File: config.mk
export PLATFORM = sky130hd
export DESIGN_NAME = aes_vector_sequencer
export DESIGN_NICKNAME = d
export VERILOG_FILES = /design/src/rtl/aes_seq_pkg.sv /design/src/rtl/aes_vec_mem.sv /design/src/rtl/aes_vector_sequencer.sv
export SDC_FILE = /design/constraint.sdc
export NUM_CORES = 2
export LEC_CHECK = 0
export CAP_MARGIN = 15
export CELL_PAD_IN_SITES_DETAIL_PLACEMENT = 1
export CELL_PAD_IN_SITES_GLOBAL_PLACEMENT = 1
export CORE_UTILIZATION = 35
export CTS_BUF_LIST = sky130_fd_sc_hd__clkbuf_16
export CTS_CLUSTER_SIZE = 20
export DETAILED_ROUTE_END_ITERATION = 8
export MAX_ROUTING_LAYER = met4
export PLACE_DENSITY = 0.62
export SETUP_SLACK_MARGIN = 0.2
export SLEW_MARGIN = 20
export SYNTH_ARGS = -nofsm -noshare
export SYNTH_HDL_FRONTEND = slang
export SYNTH_SLANG_ARGS = --single-unit
File: constraint.sdc
create_clock -name AES_clk -period 13.9 [get_ports AES_clk]
set_input_delay 2.78 -clock AES_clk [delete_from_list [all_inputs] [get_ports AES_clk]]
set_output_delay 2.78 -clock AES_clk [all_outputs]
set_load 0.01 [all_outputs]
File: src/rtl/aes_seq_pkg.sv
// aes_seq_pkg: shared FSM encoding and vector-memory field selects for the AES vector sequencer
package aes_seq_pkg;
  typedef enum logic [1:0] {IDLE, ISSUE, WAIT, DONE} state_e;
  localparam logic [1:0] SEL_KEY = 2'd0;
  localparam logic [1:0] SEL_PT  = 2'd1;
  localparam logic [1:0] SEL_EXP = 2'd2;
endpackage

File: src/rtl/aes_vec_mem.sv
// aes_vec_mem: key/plaintext/expected register arrays with one decoded write port and combinational reads
module aes_vec_mem
  import aes_seq_pkg::*;
#(
  parameter int NUM_VEC = 4,
  parameter int DATA_W  = 128,
  parameter int IW      = 2
) (
  input  logic              clk,
  input  logic              we_i,
  input  logic [1:0]        sel_i,
  input  logic [IW-1:0]     wr_idx_i,
  input  logic [DATA_W-1:0] wr_data_i,
  input  logic [IW-1:0]     rd_idx_i,
  input  logic [IW-1:0]     exp_idx_i,
  output logic [DATA_W-1:0] key_o,
  output logic [DATA_W-1:0] pt_o,
  output logic [DATA_W-1:0] exp_o
);
  logic [DATA_W-1:0] key_q [NUM_VEC];
  logic [DATA_W-1:0] pt_q  [NUM_VEC];
  logic [DATA_W-1:0] exp_q [NUM_VEC];
  always_ff @(posedge clk) begin
    if (we_i && sel_i == SEL_KEY) key_q[wr_idx_i] <= wr_data_i;
    if (we_i && sel_i == SEL_PT)  pt_q[wr_idx_i]  <= wr_data_i;
    if (we_i && sel_i == SEL_EXP) exp_q[wr_idx_i] <= wr_data_i;
  end
  assign key_o = key_q[rd_idx_i];
  assign pt_o  = pt_q[rd_idx_i];
  assign exp_o = exp_q[exp_idx_i];
endmodule

File: src/rtl/aes_vector_sequencer.sv
// aes_vector_sequencer: drives the AES core from stored vectors and scores pass/fail/timeout.
// Define AES_SEQ_MISMATCH_LOG_EN to add first-mismatch capture outputs (mm_valid, mm_idx, mm_data).
module aes_vector_sequencer
  import aes_seq_pkg::*;
#(
  parameter int NUM_VEC  = 4,
  parameter int DATA_W   = 128,
  parameter int EN_HOLD  = 1,
  parameter int TIMEOUT  = 64,
  localparam int IW = (NUM_VEC > 1) ? $clog2(NUM_VEC) : 1,
  localparam int CW = $clog2(NUM_VEC + 1)
) (
  input  logic              AES_clk,
  input  logic              AES_rst,
  input  logic              vec_wr_en,
  input  logic [IW-1:0]     vec_wr_idx,
  input  logic [1:0]        vec_wr_sel,
  input  logic [DATA_W-1:0] vec_wr_data,
  input  logic              start,
  output logic              busy,
  output logic              done,
  output logic [CW-1:0]     pass_cnt,
  output logic [CW-1:0]     fail_cnt,
  output logic [CW-1:0]     tmo_cnt,
`ifdef AES_SEQ_MISMATCH_LOG_EN
  output logic              mm_valid,
  output logic [IW-1:0]     mm_idx,
  output logic [DATA_W-1:0] mm_data,
`endif
  output logic              AES_en,
  output logic [DATA_W-1:0] AES_data_in,
  output logic [DATA_W-1:0] AES_key_in,
  input  logic [DATA_W-1:0] AES_data_out,
  input  logic              AES_data_out_valid
);
  localparam int TW = $clog2(((EN_HOLD > TIMEOUT) ? EN_HOLD : TIMEOUT) + 1);
  state_e            st_q;
  logic              start_q, busy_q, done_q, en_q;
  logic [DATA_W-1:0] pt_q, key_q;
  logic [IW-1:0]     idx_q, rd_idx;
  logic [TW-1:0]     cnt_q;
  logic [CW-1:0]     pass_q, fail_q, tmo_q;
  logic [DATA_W-1:0] mem_key, mem_pt, mem_exp;
  logic              last, tmo_hit, res, match, ok;
  assign last    = idx_q == IW'(NUM_VEC - 1);
  assign tmo_hit = st_q == WAIT && cnt_q == TW'(TIMEOUT - 1);
  assign res     = (st_q == ISSUE || st_q == WAIT) && (AES_data_out_valid || tmo_hit);
  assign match   = AES_data_out == mem_exp;
  assign ok      = AES_data_out_valid && match;
  // read port looks ahead so the next vector loads on the same edge that scores the current one
  assign rd_idx  = (st_q == IDLE || last) ? '0 : idx_q + 1'b1;
  aes_vec_mem #(.NUM_VEC(NUM_VEC), .DATA_W(DATA_W), .IW(IW)) u_mem (
    .clk(AES_clk), .we_i(vec_wr_en && st_q == IDLE), .sel_i(vec_wr_sel),
    .wr_idx_i(vec_wr_idx), .wr_data_i(vec_wr_data), .rd_idx_i(rd_idx),
    .exp_idx_i(idx_q), .key_o(mem_key), .pt_o(mem_pt), .exp_o(mem_exp)
  );
  always_ff @(posedge AES_clk) begin
    start_q <= start & ~AES_rst;
    done_q  <= 1'b0;
    if (AES_rst) begin
      st_q   <= IDLE;
      busy_q <= 1'b0;
      en_q   <= 1'b0;
      pt_q   <= '0;
      key_q  <= '0;
      idx_q  <= '0;
      cnt_q  <= '0;
      pass_q <= '0;
      fail_q <= '0;
      tmo_q  <= '0;
    end else begin
      case (st_q)
        IDLE: if (start_q) begin
          st_q   <= ISSUE;
          busy_q <= 1'b1;
          en_q   <= 1'b1;
          pt_q   <= mem_pt;
          key_q  <= mem_key;
          idx_q  <= '0;
          cnt_q  <= '0;
          pass_q <= '0;
          fail_q <= '0;
          tmo_q  <= '0;
        end
        ISSUE, WAIT: if (res) begin
          pass_q <= pass_q + CW'(ok);
          fail_q <= fail_q + CW'(!ok);
          tmo_q  <= tmo_q + CW'(!AES_data_out_valid);
          if (last) begin
            st_q   <= DONE;
            busy_q <= 1'b0;
            done_q <= 1'b1;
            en_q   <= 1'b0;
          end else begin
            st_q  <= ISSUE;
            idx_q <= idx_q + 1'b1;
            en_q  <= 1'b1;
            pt_q  <= mem_pt;
            key_q <= mem_key;
            cnt_q <= '0;
          end
        end else if (st_q == ISSUE && cnt_q == TW'(EN_HOLD - 1)) begin
          st_q  <= WAIT;
          en_q  <= 1'b0;
          cnt_q <= '0;
        end else cnt_q <= cnt_q + 1'b1;
        default: st_q <= IDLE;
      endcase
    end
  end
`ifdef AES_SEQ_MISMATCH_LOG_EN
  logic              mm_valid_q;
  logic [IW-1:0]     mm_idx_q;
  logic [DATA_W-1:0] mm_data_q;
  always_ff @(posedge AES_clk) begin
    if (AES_rst || (st_q == IDLE && start_q)) begin
      mm_valid_q <= 1'b0;
      mm_idx_q   <= '0;
      mm_data_q  <= '0;
    end else if (res && AES_data_out_valid && !match && !mm_valid_q) begin
      mm_valid_q <= 1'b1;
      mm_idx_q   <= idx_q;
      mm_data_q  <= AES_data_out;
    end
  end
  assign mm_valid = mm_valid_q;
  assign mm_idx   = mm_idx_q;
  assign mm_data  = mm_data_q;
`endif
  assign busy        = busy_q;
  assign done        = done_q;
  assign pass_cnt    = pass_q;
  assign fail_cnt    = fail_q;
  assign tmo_cnt     = tmo_q;
  assign AES_en      = en_q;
  assign AES_data_in = pt_q;
  assign AES_key_in  = key_q;
endmodule

# == Word level (Yosys, flattened, before mapping) ==
# Memory sizes are Yosys's and may differ from the RTL's. A register that Yosys moved wholly into a read port is not among the register bits.
# Index checks and enable logic that the tools add are counted.
# op_classes
reduce_logical,25
n_addsub,5
muxes,47
eq_ne,13
bitwise_logic,4
# op_table
cell,count
two-way mux 128 bit,6
case mux 128 bit (2 select lines),2
equality test 128 bit,1
two-way mux 7 bit,4
two-way mux 2 bit,10
case mux 3 bit (2 select lines),3
case mux 7 bit (2 select lines),1
two-way mux 1 bit,13
two-way mux 3 bit,4
adder 3 x 1 -> 3 bit,3
AND reduction 3 bit,3
logical AND 1 bit,8
"!= test 2 bit, second input constant",4
case mux 2 bit (2 select lines),2
AND reduction 4 bit,2
"adder 7 x 1 -> 7 bit, second input constant",1
"equality test 7 x 6 -> 1 bit, second input constant",1
logical NOT 7 bit,1
"equality test 2 bit, second input constant",3
"!= test 3 bit, second input constant",2
"equality test 2 x 1 -> 1 bit, second input constant",2
logical NOT 2 bit,2
case mux 1 bit (2 select lines),2
logical OR 1 bit,3
8 further kinds,11
# totals
regBits,280
ramBits,1536
out_inout_bits,268
input_bits,265
mem_count,3
wordCells,109
# mem_list
memory,depth,word_bits,read_ports,rd_ports_with_merged_regs,wr,line,text
u_mem.exp_q,4,128,1,1,1,aes_vec_mem.sv:22,logic [DATA_W-1:0] exp_q [NUM_VEC];
u_mem.key_q,4,128,1,0,1,aes_vec_mem.sv:20,logic [DATA_W-1:0] key_q [NUM_VEC];
u_mem.pt_q,4,128,1,0,1,aes_vec_mem.sv:21,logic [DATA_W-1:0] pt_q [NUM_VEC];

# == Longest topological paths before layout ==
# depth
word_depth,8
mapped_depth,17
mapped_depth_nobuf,12

# == Hierarchy ==
# Synthesis repeated with hierarchy kept, for this count alone.
# hier_totals
hier_cells,3516
area_unflattened_um2,67282.0
# modules_own_cells
mod,seq_area_each_um2,instances,cells_per_inst,area_each_um2
aes_vec_mem,46124.2,1,2023,55695.9
aes_vector_sequencer,5605.4,1,1493,11586.1

# == Worst setup path before layout ==
# No wires, ideal clock.
# synth_timing
path_kind,in2reg
from,input vec_wr_sel[1]
to,"memory u_mem.key_q[0][0], enable pin"
cell_stages,2
t_required_ns,13.126
t_arrival_ns,11.856
slack_ns,1.270
setup_ns,0.774
path_buffers,0
path_cell_list,or3_1 -> nor3_1
# synth_via
elab_chain_cells,4
# synth_rtl
item,line,text
from (decl),aes_vector_sequencer.sv:17,"input logic [1:0] vec_wr_sel,"
logical NOT 2 bit,aes_vec_mem.sv:24,if (we_i && sel_i == SEL_KEY) key_q[wr_idx_i] <= wr_data_i;
logical AND 1 bit,aes_vec_mem.sv:24,
two-way mux 1 bit,aes_vec_mem.sv:24,
two-way mux 1 bit (not written as such),aes_vec_mem.sv:24,
to (decl),aes_vec_mem.sv:20,
# Every way passes these cells.

# == Final worst setup path ==
# layout_timing
from,input AES_data_out_valid
to,register key_q[57] (netlist: AES_key_in[57])
# layout_via
elab_chain_cells,4
# layout_rtl
item,line,text
from (decl),aes_vector_sequencer.sv:34,input logic AES_data_out_valid
logical OR 1 bit,aes_vector_sequencer.sv:47,assign res = (st_q == ISSUE || st_q == WAIT) && (AES_data_out_valid || tmo_hit);
logical AND 1 bit,aes_vector_sequencer.sv:47,
!= test 2 bit (no line),-,
AND reduction 4 bit (no line),-,
to (signal assigned),aes_vector_sequencer.sv:78,key_q <= mem_key;
to (signal assigned),aes_vector_sequencer.sv:99,key_q <= mem_key;
to (decl),aes_vector_sequencer.sv:39,"logic [DATA_W-1:0] pt_q, key_q;"
# Every way passes these cells.
# A chain may end at the register's enable or synchronous reset.

==> results by group <==
Outcome
  • Status: completed

Global route
  • GRT Util Overall: 0.222
  • Initial antenna violation count: 67
  • First-pass GRT wire length: 302000 µm
  • Gr ovfl total: 0
  • Number of global-route vias before repair: between 40000 and 50000
  • Largest net degree at the start of global routing: 165

Flow run
  • Max cap viols: 0

Logic synthesis
  • Synthesis Warnings: 0
  • Yosys reg bits: 1818
  • Part of the Yosys area used for sequential elements: 0.776
  • Yosys cell types: just over 60
  • Ranking of synthesized cells by area: edfxtp_1 69%, dfxtp_1 8.5%, a311oi_1 3.4%
  • Yosys top cell area share: 0.691
  • Synth top cells by count: 1536 x edfxtp_1, 551 x nand2_1, 316 x nor2_1, 282 x dfxtp_1, 279 x a21oi_1
  • Mapped Nets: ~4500
  • Cell count after synthesis: 4265
  • Number of synthesized flops with an enable pin: 1536
  • Post-Syn Area per Cell: 15.6 µm²
  • Most used DFF post-synth: edfxtp_1
  • Async S/R FF share, synth: 0
  • Synth Cell Area: 66700 µm²
  • Synth area leader: edfxtp_1
  • Most common cell in the netlist: edfxtp_1

Route
  • DRT Pass-1 Iters: 5
  • Wirelength, routed: 212000 µm
  • Vias per Instance: 5.40
  • ANT nets after route: 0
  • Via count: 40500
  • DRC viols: 0
  • DR iter-0 viols: 2971
  • Drt wl/cell: 28.3 µm

Die
  • Die span in y: 439 µm
  • Starting Density: 0.354
  • Die span in x: approximately 440 µm
  • Core Footprint: 189000 µm²
  • Die area: 192000 µm²
  • IO Pins: 533
  • Num rows: 159

STA
  • Final setup viols: 0
  • RSZ-0062 raised after global routing: false
  • Final Cycle Share: 0.436
  • Slew HR: 0.117
  • Worst-margin pin slew: 1.32 ns
  • Min cycle time layout: 6.06 ns
  • Final Slew Violations: 0
  • Setup_tns: 0 ns
  • Worst Skew: 0.0355 ns
  • Final hold violation count: 0
  • Max Fclk: 0.165 GHz

Clock network
  • Total CTS buffers: 193
  • # clock sinks: 1818
  • Clock Latency Late Sink: 0.84 ns
  • CTS tree: built
  • CTS root buffer: clkbuf_16
  • Post-CTS Hold Fix Bufs: 0
  • Clock-pin slew on the worst setup and hold paths: 0.06 ns
  • H-tree Lvls: 4
  • Cts repair resizes: 0
  • Clock tree buffer depth: 3
  • Postcts setup bufs: 0

Finish
  • Net count reported at finish: 5062
  • Layout filler cell count: between 15000 and 20000
  • Share of cells above drive strength 1: 0.0854
  • Area Overhead vs Synth: 21.3%

Critical path
  • CP startpoint: AES_data_out_valid
  • Crit-path cells: clkdlybuf4s50_1, a21oi_1, o21ai_0, nand2b_4, buf_4, buf_12, a311oi_1, a21oi_1, nor2_1
  • Arr. time, crit path: 6.73 ns
  • Crit-path slowest cell: buf_4
  • Startpoint types: input pin
  • Worst setup EP type: register
  • Critical Path RT: 14.57 ns
  • Slowest stage delay, CP: 0.87 ns
  • Critical path type: input pin to register
  • Critical path peak fanout: 157
  • Most used cell along the critical path: a21oi_1

Pwr
  • Leakage power: 0.0258 µW
  • Max VDD drop: ~0.10 mV
  • Total power: between 10000 and 15000 µW
  • P per Cell Area: 146 nW/µm²

Hold path
  • Worst min-delay path startpoint: AES_data_in[106]$_SDFFE_PP0P_
  • Min-delay worst type: register to register

Placement
  • Detailed Place HPWL: 131000 µm
  • PortBufs: 532
  • GP Congestion: between 0.8 and 0.9
[stage by stage]
step	worst slack [ns]	hold WS, ns	cells	utilization	instance area (µm²)
detailed placement	7.05	0.481	7084	0.396	74700
global placement	7.16	0.466	7084	0.396	74700
global route	7.63	0.518	7485	0.429	80900
CTS	7.96	0.497	7450	0.429	80800
finish	7.84	0.490	7498	0.429	81000
floorplan	1.27	0.472	4265	-	66700
[state kept, by name, indices dropped and copies added (netlist names), named ones only]
register / cells
u_mem.exp_q: 512
u_mem.key_q: 512
u_mem.pt_q: 512
AES_data_in: 128
AES_key_in: 128
cnt_q: 7
fail_cnt: 3
pass_cnt: 3
tmo_cnt: 3
idx_q: 2
st_q: 2
AES_en: 1
busy: 1
done: 1
start_q: 1
[report_power, final]
part | leakage, µW | switching (µW) | internal [µW]
clock | 0.00322 | 2160 | 2780
sequential | 0.0162 | 66.5 | 6030
combinational | 0.00640 | 500 | 285
total | 0.0258 | 2730 | 9100
[worst max-delay path, delay by kind of cell]
kind | cells | cell delay, ns
buffers and inverters | 3 | 2.02
AND/OR/NAND/NOR | 2 | 0.65
AO/OA/AOI/OAI | 4 | 0.91
[routing by layer]
layer / wire, µm / vias up / global-route usage
met1: 88500 / 21200 / 0.277
li1: - / 17800 / -
met3: 8810 / 362 / 0.0273
met4: 8840 / 0 / 0.0950
met5: 0 / - / -
met2: 106000 / 1143 / 0.365
[kinds of logic after synthesis]
kind of cell / after synthesis / synth area share
compound gates: 914 / 0.0921
xor+xnor: 83 / 0.0109
fa+ha+maj: 13 / 0.00244
buf+inv: 283 / 0.0185
flops: 1818 / 0.776
mux: 201 / 0.0439
simple gates: 953 / 0.0566
[worst paths after layout]
kind	to	cells after the start	slack (ns)
max reg2reg	pass_cnt[1]$_SDFFE_PP0P_	12	8.30
min	AES_data_in[106]$_SDFFE_PP0P_	2	0.49
max	AES_key_in[57]$_SDFFE_PP0P_	9	7.84
min reg2reg	AES_data_in[106]$_SDFFE_PP0P_	2	0.49
[layout by cell type (no fill, tap or decap), types with 9 or more instances in the layout]
| cell type | synthesis | final |
|---|---|---|
| inv_1 | 13 | 73 |
| dfxtp_1 | 282 | 280 |
| nand4_1 | 19 | 19 |
| nor2_4 | 0 | 9 |
| a311oi_1 | 256 | 256 |
| a211oi_1 | 12 | 12 |
| clkdlybuf4s50_1 | 0 | 531 |
| diode_2 | 0 | 48 |
| clkinv_1 | 1 | 51 |
| a22oi_1 | 22 | 22 |
| xnor2_1 | 40 | 40 |
| mux2i_1 | 114 | 114 |
| nand2_1 | 551 | 548 |
| clkbuf_16 | 0 | 197 |
| a21oi_1 | 279 | 279 |
| o22ai_1 | 278 | 278 |
| edfxtp_1 | 1536 | 1536 |
| clkinv_2 | 0 | 31 |
| mux2_2 | 17 | 17 |
| buf_4 | 15 | 50 |
| o21ai_0 | 15 | 15 |
| bufinv_16 | 0 | 11 |
| mux4_2 | 65 | 65 |
| ha_1 | 13 | 13 |
| nand3_1 | 10 | 10 |
| nor4_1 | 15 | 15 |
| nor2_1 | 316 | 307 |
| nor3_1 | 13 | 9 |
| buf_12 | 2 | 10 |
| xor2_1 | 43 | 43 |
[layout make-up]
cell class	instances	area, µm²	area share
Sequential cell	1818	51800	0.640
Multi-Input combinational cell	2164	13900	0.171
Timing Repair Buffer	592	5910	0.0730
Clock buffer	197	4930	0.0609
Tap cell	2495	3120	0.0386
Clock inverter	169	1180	0.0146
Antenna cell	48	120	0.00148
Inverter	15	56.3	0.000696
(Power assumes the default switching activity.)
